### config.mk
export PLATFORM = sky130hd
export DESIGN_NAME = snn_img_loader
export DESIGN_NICKNAME = d
export VERILOG_FILES = /design/src/rtl/snn_img_loader.sv
export SDC_FILE = /design/constraint.sdc
export NUM_CORES = 1
export LEC_CHECK = 0
export ABC_AREA = 1
export BUFFER_PORTS_ARGS = -buffer_cell sky130_fd_sc_hd__buf_2
export CAP_MARGIN = 20
export CORE_ASPECT_RATIO = 0.7
export CORE_MARGIN = 5
export CORE_UTILIZATION = 55
export CTS_CLUSTER_DIAMETER = 200
export DETAILED_ROUTE_END_ITERATION = 10
export GPL_TIMING_DRIVEN = 0
export PLACE_DENSITY = 0.8
export SYNTH_ARGS = -nofsm -noshare
export SYNTH_HDL_FRONTEND = slang
export SYNTH_SLANG_ARGS = --single-unit
### constraint.sdc
create_clock -name clk -period 1.8 [get_ports clk]
set_clock_uncertainty 0.2 [all_clocks]
set_input_delay 0.36 -clock clk [delete_from_list [all_inputs] [get_ports clk]]
set_output_delay 0.36 -clock clk [all_outputs]
set_load 0.02 [all_outputs]
### src/rtl/snn_img_loader.sv
// Image front-end for the SNN core: unpacks UART bytes LSB-first into the 1-bit input RAM,
// starts the core, and returns the classified digit to the UART. Define SNN_LOADER_ASCII_EN for ASCII digit output.
module snn_img_loader #(
  parameter int NUM_BYTES = 98,
  parameter int ADDR_W    = 10
) (
  input  logic              clk,
  input  logic              rst,
  input  logic              rx_rdy,
  input  logic [7:0]        rx_data,
  output logic [ADDR_W-1:0] ram_addr,
  output logic              ram_data,
  output logic              ram_we,
  input  logic [ADDR_W-1:0] core_addr_in,
  output logic              core_start,
  input  logic              core_done,
  input  logic [3:0]        core_digit,
  input  logic              tx_busy,
  output logic              tx_start,
  output logic [7:0]        tx_data,
  output logic              busy,
  output logic              overrun
);

  localparam int NUM_BITS = NUM_BYTES * 8;
  localparam int CNT_W    = (NUM_BYTES > 1) ? $clog2(NUM_BYTES) : 1;
  localparam logic [ADDR_W-1:0] LAST_ADDR = ADDR_W'(NUM_BITS - 1);
  localparam logic [CNT_W-1:0]  LAST_BYTE = CNT_W'(NUM_BYTES - 1);

  typedef enum logic [2:0] {
    IDLE,
    UNPACK,
    WAIT_BYTE,
    START,
    COMPUTE,
    SEND
  } state_t;

  state_t             state;
  logic [CNT_W-1:0]   byte_cnt;
  logic [2:0]         bit_cnt;
  logic [ADDR_W-1:0]  load_addr;
  logic [7:0]         shift;
  logic [3:0]         digit;
  logic               core_owns_ram;

  function automatic logic [7:0] encode_digit(input logic [3:0] d);
`ifdef SNN_LOADER_ASCII_EN
    return (d > 4'd9) ? 8'h3F : (8'h30 + {4'h0, d});
`else
    return {4'h0, d};
`endif
  endfunction

  // The core reads the input RAM from the moment it is started until the result has gone out.
  assign core_owns_ram = (state == START) || (state == COMPUTE) || (state == SEND);
  assign ram_addr      = core_owns_ram ? core_addr_in : load_addr;
  assign ram_we        = (state == UNPACK);
  assign ram_data      = (state == UNPACK) ? shift[0] : 1'b0;
  assign busy          = (state != IDLE);

  always_ff @(posedge clk or posedge rst) begin
    if (rst) begin
      state      <= IDLE;
      byte_cnt   <= '0;
      bit_cnt    <= '0;
      load_addr  <= '0;
      shift      <= '0;
      digit      <= '0;
      core_start <= 1'b0;
      tx_start   <= 1'b0;
      tx_data    <= '0;
      overrun    <= 1'b0;
    end else begin
      core_start <= 1'b0;
      tx_start   <= 1'b0;

      // Bytes arriving while a byte is unpacking or the core owns the frame are lost.
      if (rx_rdy && (state inside {UNPACK, START, COMPUTE, SEND}))
        overrun <= 1'b1;

      case (state)
        IDLE: begin
          if (rx_rdy) begin
            shift     <= rx_data;
            byte_cnt  <= '0;
            bit_cnt   <= '0;
            load_addr <= '0;
            overrun   <= 1'b0;
            state     <= UNPACK;
          end
        end

        UNPACK: begin
          shift <= {1'b0, shift[7:1]};
          if (load_addr != LAST_ADDR)
            load_addr <= load_addr + ADDR_W'(1);
          if (bit_cnt == 3'd7) begin
            bit_cnt <= '0;
            if (byte_cnt == LAST_BYTE) begin
              core_start <= 1'b1;
              state      <= START;
            end else begin
              byte_cnt <= byte_cnt + CNT_W'(1);
              state    <= WAIT_BYTE;
            end
          end else begin
            bit_cnt <= bit_cnt + 3'd1;
          end
        end

        WAIT_BYTE: begin
          if (rx_rdy) begin
            shift   <= rx_data;
            bit_cnt <= '0;
            state   <= UNPACK;
          end
        end

        START: begin
          state <= COMPUTE;
        end

        COMPUTE: begin
          if (core_done) begin
            digit <= core_digit;
            state <= SEND;
          end
        end

        SEND: begin
          if (!tx_busy) begin
            tx_start <= 1'b1;
            tx_data  <= encode_digit(digit);
            state    <= IDLE;
          end
        end

        default: state <= IDLE;
      endcase
    end
  end

endmodule
==> metrics.md <==
| Metric | Value |
|---|---|
| Warnings, synthesis | 0 |
| Worst vdd ir | 0.00109 V |
| Grt ovf | 0 |
| Max-Slew Margin vs Limit | 41.8% |
| Sinks on Clock Net | 42 |
| DR WL/cell | 18.1 µm |
| Routed WL | 8280 µm |
| Slowest-stage cell, CP | dfrtp_1 |
| Cell Area, Synth | 0.00244 mm² |
| HPWL after DPL | 3780 µm |
| Reg2reg start | state[2]$_DFFE_PP0P_ |
| Die height | 65.7 µm |
| Slowest Stage Delay on Critical Path | 0.43 ns |
| Critical R2R Capture | load_addr[1]$_DFFE_PP0P_ |
| Clock Path Buffers | 2 |
| Worst-path clk slew | 0.09 ns |
| Max Freq | 471 MHz |
| Critical path required time | 1.24 ns |
| Post-synthesis sequential element count | 42 |
| Sequential fraction of the synthesis area | 43.1% |
| Cells along the critical path | inv_2 > nand2_4 > buf_4 > nand2_4 > nand2_2 > o21ai_4 > buf_6 |
| Setup slack at placement | -0.257 ns |
| Area leader, netlist | dfrtp_1 |
| Share of the synthesized area in the top cell type | 43.1% |
| DRC violations left | 0 |
| Detailed Route Iter0 Violations | 300 |
| # setup viols final | 40 |
| Dpl cells | 415 |
| I/O pin total | 51 |
| Core Region | 0.00430 mm² |
| Reg-to-reg setup timing slack | -0.15 ns |
| Setup Crit Path Kind | reg2out |
| Die X | 89.6 µm |
| Most used cell, CP | nand2_4 |
| Leak | 0.00178 µW |
| Pin count of the biggest net entering global routing | 43 |
| TritonCTS Buffers | 5 |
| Worst-margin pin slew | 0.872 ns |
| HP Class | in2async |
| Fillers | 258 |
| Total power | 6010 µW |
| Netlist cell types | 33 |
| Ranking of synthesized cells by area | dfrtp_1, nand2_1, nand3_1 |
| Worst Setup End Kind | output pin |
| Post-Layout Cell Count | 457 |
| Antenna-violating nets left | 0 |
| Full die area | 0.00589 mm² |
| First-pass GRT wire length | 10700 µm |
| Cells after Synth | 311 |
| Arr. time, crit path | 1.56 ns |
| Final worst path period share | 118% |
| Hold Vio Cnt, Final | 0 |
| Status | complete, but fails checks |
| Worst-skew pair later-pin latency | 0.33 ns |
| CTS tree | yes |
| GRT Total Usage | 24.0% |
| Initial core utilization | 56.7% |
| Post-layout nets | 433 |
| ANT cells | 0 |
| Vias per cell | 5.80 |
| Mean Syn Cell Area | 7.84 µm² |
| Final min period | 2.12 ns |
| CP Max Fanout | 4 |
| Placement Rows | 20 |
| DR pass1 iterations | 5 |
| RSZ-0062 raised after global routing | true |
| Final Max Tran Viols | 0 |
| Reg2Reg Depth | 9 |
| Failing checks | setup timing |
| Number of global-route vias before repair | 2274 |
| Gpl congestion | 0.882 |
| Layout cells sized above 1 | 40.3% |
| Area grow syn2layout | 44.3% |
| Clock Tree Root | clkbuf_8 |
| Initial antenna violation count | 0 |
| PortBufs | 46 |
| Via count | 2649 |
| Pwr dens | 1710 mW/mm² |
| H-tree depth | 2 |
| Max-cap violations | 0 |
| PnR worst setup slack | -0.322 ns |
| CP Launch Type | flip-flop |
[how the worst max path moves through the flow]
stage | cells after the start | end | startpoint | slack (ns)
2_1_floorplan | 5 | ram_addr[0] | state[0]$_DFFE_PP0P_ | -0.14
4_1_cts | 5 | ram_addr[1] | state[1]$_DFFE_PP0P_ | -0.23
6_report | 7 | ram_addr[0] | state[1]$_DFFE_PP0P_ | -0.32
3_5_place_dp | 7 | ram_addr[7] | state[1]$_DFFE_PP0P_ | -0.26
3_3_place_gp | 2 | digit[0]$_DFFE_PP0P_ | rst | -0.32
5_1_grt | 7 | ram_addr[3] | state[1]$_DFFE_PP0P_ | -0.34
[area by class of cell]
cell class | instances | area (µm²) | share of cell area (%)
well taps | 55 | 68.8 | 1.96
inverters | 45 | 179 | 5.08
repair buffers | 77 | 643 | 18.3
multi-input cells | 220 | 1360 | 38.7
clock buffers | 6 | 72.6 | 2.06
clock inverters | 2 | 37.5 | 1.07
flip-flops and latches | 42 | 1050 | 29.9
plain buffers | 10 | 105 | 2.99
[cells by family (layout without fill, tap and decap cells)]
| family | count (synthesis) | in the layout | synth area share (%) |
|---|---|---|---|
| simple gates | 155 | 158 | 28.7 |
| buf+inv | 55 | 140 | 10.3 |
| compound gates | 44 | 44 | 11.2 |
| flops | 42 | 42 | 43.1 |
| mux | 7 | 7 | 3.18 |
| fa+ha+maj | 5 | 5 | 2.57 |
| xor+xnor | 2 | 2 | 0.718 |
| other cells | 1 | 4 | 0.154 |
[registers in the layout, summed over array words and instances (netlist names)]
register and flops:
state 3, overrun 1, shift 8, byte_cnt 7, tx_data 4, core_start 1, load_addr 10, digit 4
bit_cnt 3, tx_start 1
[worst max-delay path: cells and delay by family, from the launching register on]
family / cells / cell delay (ns)
AO/OA/AOI/OAI: 1 / 0.06
buffers and inverters: 3 / 0.46
flip-flops: 1 / 0.43
AND/OR/NAND/NOR: 3 / 0.27
[placed cells by master, fill, tap and decap left out, types with 7 or more instances in the layout]
master    netlist  layout
nand2_1        84      77
dfrtp_1        42      41
inv_1          39      38
buf_2           1      34
buf_4           5      25
nand3_1        30      24
buf_6           1      17
nor2_1         18      14
o21ai_2         6      13
nand2_2        10      12
o21ai_1         0      10
o21ai_0        27       9
o211ai_1        7       7
[stage by stage]
| stage | instance area, µm² | TNS [ns] | utilization (%) | hold slack (ns) |
|---|---|---|---|---|
| global route | 3520 | -7.82 | 81.8 | 0.0685 |
| finish | 3520 | -5.91 | 81.8 | 0.0107 |
| CTS | 3210 | -2.39 | 74.5 | 0.0520 |
| global placement | 2750 | -15.07 | 63.9 | 0.250 |
| detailed placement | 2750 | -1.96 | 63.9 | 0.261 |
| floorplan | 2450 | -1.11 | - | 0.236 |
[what timing repair did]
item	4_1_cts	5_1_grt
hold buffers	0	0
resized for setup	64	41
buffers inserted	17	13
setup endpoints to repair	13	47
gates cloned	2	4
pin swaps	5	11
[cell usage after synthesis]
| library cell | instances |
|---|---|
| buf_2 | 1 |
| nand3b_1 | 1 |
| nand2_4 | 1 |
| clkbuf_2 | 1 |
| inv_1 | 39 |
| or2_2 | 4 |
| dfrtp_1 | 42 |
| o21ai_2 | 6 |
| nand3_1 | 30 |
| mux2_2 | 6 |
| buf_4 | 5 |
| o211ai_1 | 7 |
| buf_6 | 1 |
| nor3_1 | 1 |
| buf_8 | 1 |
| clkbuf_1 | 1 |
| xor2_1 | 2 |
| a21oi_1 | 2 |
| o21a_1 | 1 |
| nand2_2 | 10 |
| ha_1 | 5 |
| conb_1 | 1 |
| nor2_4 | 1 |
| o21ai_0 | 27 |
| or2_4 | 1 |
| nor2_1 | 18 |
| mux2i_1 | 1 |
| nand3_4 | 1 |
| o21ai_4 | 1 |
| nand2_1 | 84 |
| inv_6 | 1 |
| inv_2 | 5 |
| nand4_1 | 3 |
[routing by layer]
metal / vias to the layer above / wire [µm] / track usage (%)
li1: 1170 / - / -
met1: 1231 / 3180 / 31.4
met2: 191 / 3860 / 37.8
met3: 57 / 775 / 5.14
met4: 0 / 465 / 11.3
met5: - / 0 / 0
[power breakdown]
group | internal, µW | total, µW | switching, µW
clock | 414 | 788 | 373
sequential | 1230 | 1440 | 203
combinational | 1740 | 3780 | 2050
total | 3390 | 6010 | 2620
(Power assumes the default switching activity.)
